### src/rtl/pattern_fill.sv
// pattern_fill: fills a BRAM with an arithmetic sequence (seed, seed+step, ...)
// on a start command from the PS, then reports done until start drops.
// Optional feature: define PATFILL_SUM_EN to reserve word 0 for a 32-bit
// checksum of all filled values, written in one extra SUM cycle.
module pattern_fill #(
  parameter int unsigned LAST_ADDR = 8188
) (
  input  logic        clk,
  input  logic        reset,
  input  logic [31:0] ps_control,
  output logic [31:0] pl_status,
  output logic [12:0] bram_addr,
  input  logic [31:0] bram_rddata,
  output logic [31:0] bram_wrdata,
  output logic [3:0]  bram_we
);

  localparam logic [12:0] LastAddr = 13'(LAST_ADDR);
`ifdef PATFILL_SUM_EN
  // Word 0 is reserved for the checksum, so the fill starts at word 1.
  localparam logic [12:0] FirstAddr = 13'd4;
`else
  localparam logic [12:0] FirstAddr = 13'd0;
`endif

  localparam logic [31:0] StatusIdle = 32'd0;
  localparam logic [31:0] StatusDone = 32'd1;
  localparam logic [31:0] StatusBusy = 32'd2;

  typedef enum logic [1:0] {
    StIdle,
    StFill,
    StSum,
    StDone
  } state_e;

  state_e      state;
  logic [31:0] val;
  logic [31:0] stp;
`ifdef PATFILL_SUM_EN
  logic [31:0] sum;
`endif

  logic start;
  assign start = ps_control[0];

  // Read data and the reserved command bits have no function in this block.
  logic unused_inputs;
  assign unused_inputs = ^{bram_rddata, ps_control[7:1]};

  // Control FSM; every output is registered and updated on the transition
  // into the state that owns it.
  always_ff @(posedge clk) begin
    if (reset) begin
      state       <= StIdle;
      bram_addr   <= 13'd0;
      bram_we     <= 4'h0;
      bram_wrdata <= 32'd0;
      pl_status   <= StatusIdle;
      val         <= 32'd0;
      stp         <= 32'd0;
`ifdef PATFILL_SUM_EN
      sum         <= 32'd0;
`endif
    end else begin
      unique case (state)
        StIdle: begin
          bram_we <= 4'h0;
          if (start) begin
            state       <= StFill;
            val         <= {16'd0, ps_control[31:16]};
            stp         <= {24'd0, ps_control[15:8]};
            bram_addr   <= FirstAddr;
            bram_we     <= 4'hf;
            bram_wrdata <= {16'd0, ps_control[31:16]};
            pl_status   <= StatusBusy;
`ifdef PATFILL_SUM_EN
            sum         <= 32'd0;
`endif
          end
        end

        StFill: begin
          if (bram_addr == LastAddr) begin
`ifdef PATFILL_SUM_EN
            state       <= StSum;
            sum         <= sum + val;
            bram_addr   <= 13'd0;
            bram_we     <= 4'hf;
            bram_wrdata <= sum + val;
`else
            state       <= StDone;
            bram_we     <= 4'h0;
            pl_status   <= StatusDone;
`endif
          end else begin
            val         <= val + stp;
            bram_addr   <= bram_addr + 13'd4;
            bram_wrdata <= val + stp;
`ifdef PATFILL_SUM_EN
            sum         <= sum + val;
`endif
          end
        end

        StSum: begin
          state     <= StDone;
          bram_we   <= 4'h0;
          pl_status <= StatusDone;
        end

        StDone: begin
          bram_we <= 4'h0;
          // Start must drop before another run can be launched.
          if (!start) begin
            state     <= StIdle;
            pl_status <= StatusIdle;
          end
        end

        default: begin
          state     <= StIdle;
          bram_we   <= 4'h0;
          pl_status <= StatusIdle;
        end
      endcase
    end
  end

endmodule

### config.mk
export PLATFORM = sky130hd
export DESIGN_NAME = pattern_fill
export DESIGN_NICKNAME = d
export VERILOG_FILES = /design/src/rtl/pattern_fill.sv
export SDC_FILE = /design/constraint.sdc
export NUM_CORES = 1
export LEC_CHECK = 0
export CORE_MARGIN = 10
export CORE_UTILIZATION = 46
export CTS_BUF_LIST = sky130_fd_sc_hd__clkbuf_8 sky130_fd_sc_hd__clkbuf_16
export CTS_CLUSTER_DIAMETER = 40
export CTS_CLUSTER_SIZE = 40
export DETAILED_ROUTE_END_ITERATION = 8
export PLACE_DENSITY_LB_ADDON = 0.2
export SLEW_MARGIN = 20
export SYNTH_ARGS = -nofsm -noshare
export SYNTH_HDL_FRONTEND = slang
export SYNTH_SLANG_ARGS = --single-unit
### constraint.sdc
create_clock -name clk -period 6.2 [get_ports clk]
set_input_delay 0.62 -clock clk [delete_from_list [all_inputs] [get_ports clk]]
set_output_delay 0.62 -clock clk [all_outputs]
set_load 0.1 [all_outputs]
==> results_dict.tcl <==
set metrics [dict create \
    worstSetupPathType "flip-flop to flip-flop" \
    antenna_found_initial 0 \
    nFillCells 678 \
    synth-main-ff-cell "dfxtp_1" \
    hold_class "flip-flop to flip-flop" \
    core_area_sq_um 7214 \
    synthTopCellsByArea "dfxtp_1 (32%), buf_4 (8.0%), a21oi_1 (6.6%), ha_1 (4.8%), nand2_1 (4.8%)" \
    total_leakage_power_uw 0.001494 \
    setup_viol 0 \
    grt_overflow 0 \
    post_cts_buffers 0 \
    synth_top_cell_area_share_pct 32.44 \
    die_x_microns 105.9 \
    drt_iter0_markers 189 \
    first_global_vias 3162 \
    grt_max_degree 33 \
    outcome "completed" \
    multi_input_area_sq_um 2036 \
    seqCellArea_sq_um 1101 \
    hpwl_microns 6794 \
    required_ns 6.45 \
    fin_crit_sh_pct 46.79 \
    grt_pass1_wl_microns 15390 \
    cts_buffer_depth 2 \
    grtUsageTotal_pct 16.11 \
    cellPowerDensity_nw_per_um2 374.5 \
    synth.distinct_cells 49 \
    postRouteAntennaNets 0 \
    clkSlewWorstSetupHoldPaths_ns 0.10 \
    worst_slew_pin_slew_ns 0.9972 \
    cts_sinks 55 \
    cts_resized 0 \
    place_area_sq_um 4065 \
    tns_ns 0 \
    htreeDepth 2 \
    comb_power_share_pct 55.0 \
    worstPathMaxFanout 29 \
    maxCapViolCount 0 \
    hold_viol 0 \
    slew_headroom_pct 33.31 \
    endpoint_kind "flip-flop" \
    critPathLaunchType "flip-flop" \
    yosysMostFrequentCell "dfxtp_1" \
    viasPerCell 5.524 \
    final_max_slew_viol_count 0 \
    rsz0062_at_grt "no" \
    drt_drc_violations_left 0 \
    num_vias 3193 \
    cp.arrival_ns 3.15 \
    dieArea_sq_um 11220 \
    gp_congestion 0.8423 \
    fin_area_sq_um 4184 \
    num_antenna_cells 0 \
    synth_edf_count 0 \
    fp.dieH_microns 105.9 \
    power.switching_uw 832.1 \
    yosys_warnings 0 \
    synth_top_area_cell "dfxtp_1" \
    fp-row-count 31 \
    ys_ff_latch 55 \
    synth_common_cells "dfxtp_1 (55), a21oi_1 (45), nand2_1 (43), buf_4 (36), nor2_1 (24)" \
    p_sw_share_pct 53.09 \
    skew_ns 0.01375 \
    root_buffer "clkbuf_8" \
    synthArstFlopShare_pct 0 \
    drt-total-wl_microns 9284 \
    numCtsBuffers 5 \
    p_clk_share_pct 15.7 \
    cts_tree "built" \
    drive_gt1_share_pct 4.175 \
    fmax_mhz 344.7 \
    fin_crit_ns 2.901 \
    syn_area_sq_um 3395 \
    portBuffers 75 \
    area_delta_synth_final_pct 23.26 \
    io_pins 147 \
    ys_seq_area_share_pct 32.44 \
    synth_cells 416 \
    fin_nets 558 \
    syn-mean-instance-area_sq_um 8.160 \
    dr.pass1.iters 4 \
    worstSkewPairLatency_ns 0.32 \
    wl_per_cell_microns 16.06 \
    ir_drop_uv 262.8 \
    cts-hold-fix-buffers 0 \
    start_util_pct 47.05 \
    intPower_uw 735.1 \
    seqPwrFrac_pct 29.3 \
]
-- power by group through the flow --
stage	logic [uW]	clock network (uW)	registers, uW
floorplan	452	0	708
global placement	851	0	464
detailed placement	863	0	466
CTS	865	251	459
global route	918	264	470
finish	861	246	459
-- kinds of logic after synthesis --
kind of cell	after synthesis	synth area share, %
flip-flops	55	32.44
AND/OR/NAND/NOR	151	24.11
buffers and inverters	62	11.21
XOR/XNOR	14	3.612
multiplexers	9	2.764
other	1	0.1105
adder cells (fa/ha/maj)	14	5.382
AO/OA/AOI/OAI	110	20.38
-- state kept, by name, summed over array words and instances (netlist names) --
name / cells
bram_addr: 11
val: 32
pl_status: 2
state: 1
stp: 8
bram_we: 1
-- per-stage QoR --
stage	total power, uW	std cells	worst slack [ns]	hold WS, ns	util (%)
detailed placement	1329	570	2.985	0.4549	56.35
floorplan	1161	447	3.284	0.4400	-
global placement	1315	570	3.054	0.4463	56.35
global route	1651	578	2.967	0.4977	58.00
CTS	1574	578	3.270	0.4690	57.91
finish	1567	578	3.299	0.4657	58.00
-- final cells by class --
type	count	area share, %
clock inverters	3	1.047
well taps	99	2.961
clock buffers	5	1.645
repair buffers	80	18.84
inverters	6	0.5383
flip-flops and latches	55	26.32
multi-input cells	330	48.65
-- final timing paths --
check                from      end  slack, ns  cells after the start
max reg2reg  pl_status[0]  val[13]       3.30                      9
min                stp[3]   stp[3]       0.47                      2
min reg2reg        stp[3]   stp[3]       0.47                      2
max          pl_status[0]  val[13]       3.30                      9
-- per-layer routing --
metal / global-route usage, % / vias up / wire (microns)
met5: 0 / - / 0
li1: - / 1610 / -
met2: 27.21 / 80 / 4538
met3: 4.952 / 7 / 623
met4: 3.288 / 0 / 93
met1: 19.76 / 1496 / 4028
-- layout by cell type (no fill, tap or decap), types with 3 or more instances in the layout --
cell type        instances
clkbuf_8                 5
nand3_1                 17
nand2_1                 43
a211oi_1                11
nor4b_1                  3
a31oi_1                  9
o31ai_1                 16
xor2_1                   7
and4_1                   4
clkdlybuf4s50_1         75
mux2i_1                  8
o21ai_0                  7
or4_1                   17
nor4_1                   3
inv_1                    5
nor2_1                  24
nand4_1                 12
xnor2_1                  7
buf_4                    5
ha_1                    13
o211ai_1                 8
a21o_1                   3
and2_1                   5
a21oi_1                 45
or3_1                    3
dfxtp_1                 55
and3_1                  11
conb_1                  32
-- worst max-delay path, cell delays in order (launching register included) --
cell and delay (ns):
dfxtp_1 0.35, inv_1 0.11, ha_1 0.15, buf_4 0.35
inv_2 0.21, o21ai_0 0.21, buf_4 0.22, nand2_1 0.41
or4_1 0.65, a31oi_1 0.16
(Power assumes the default switching activity.)
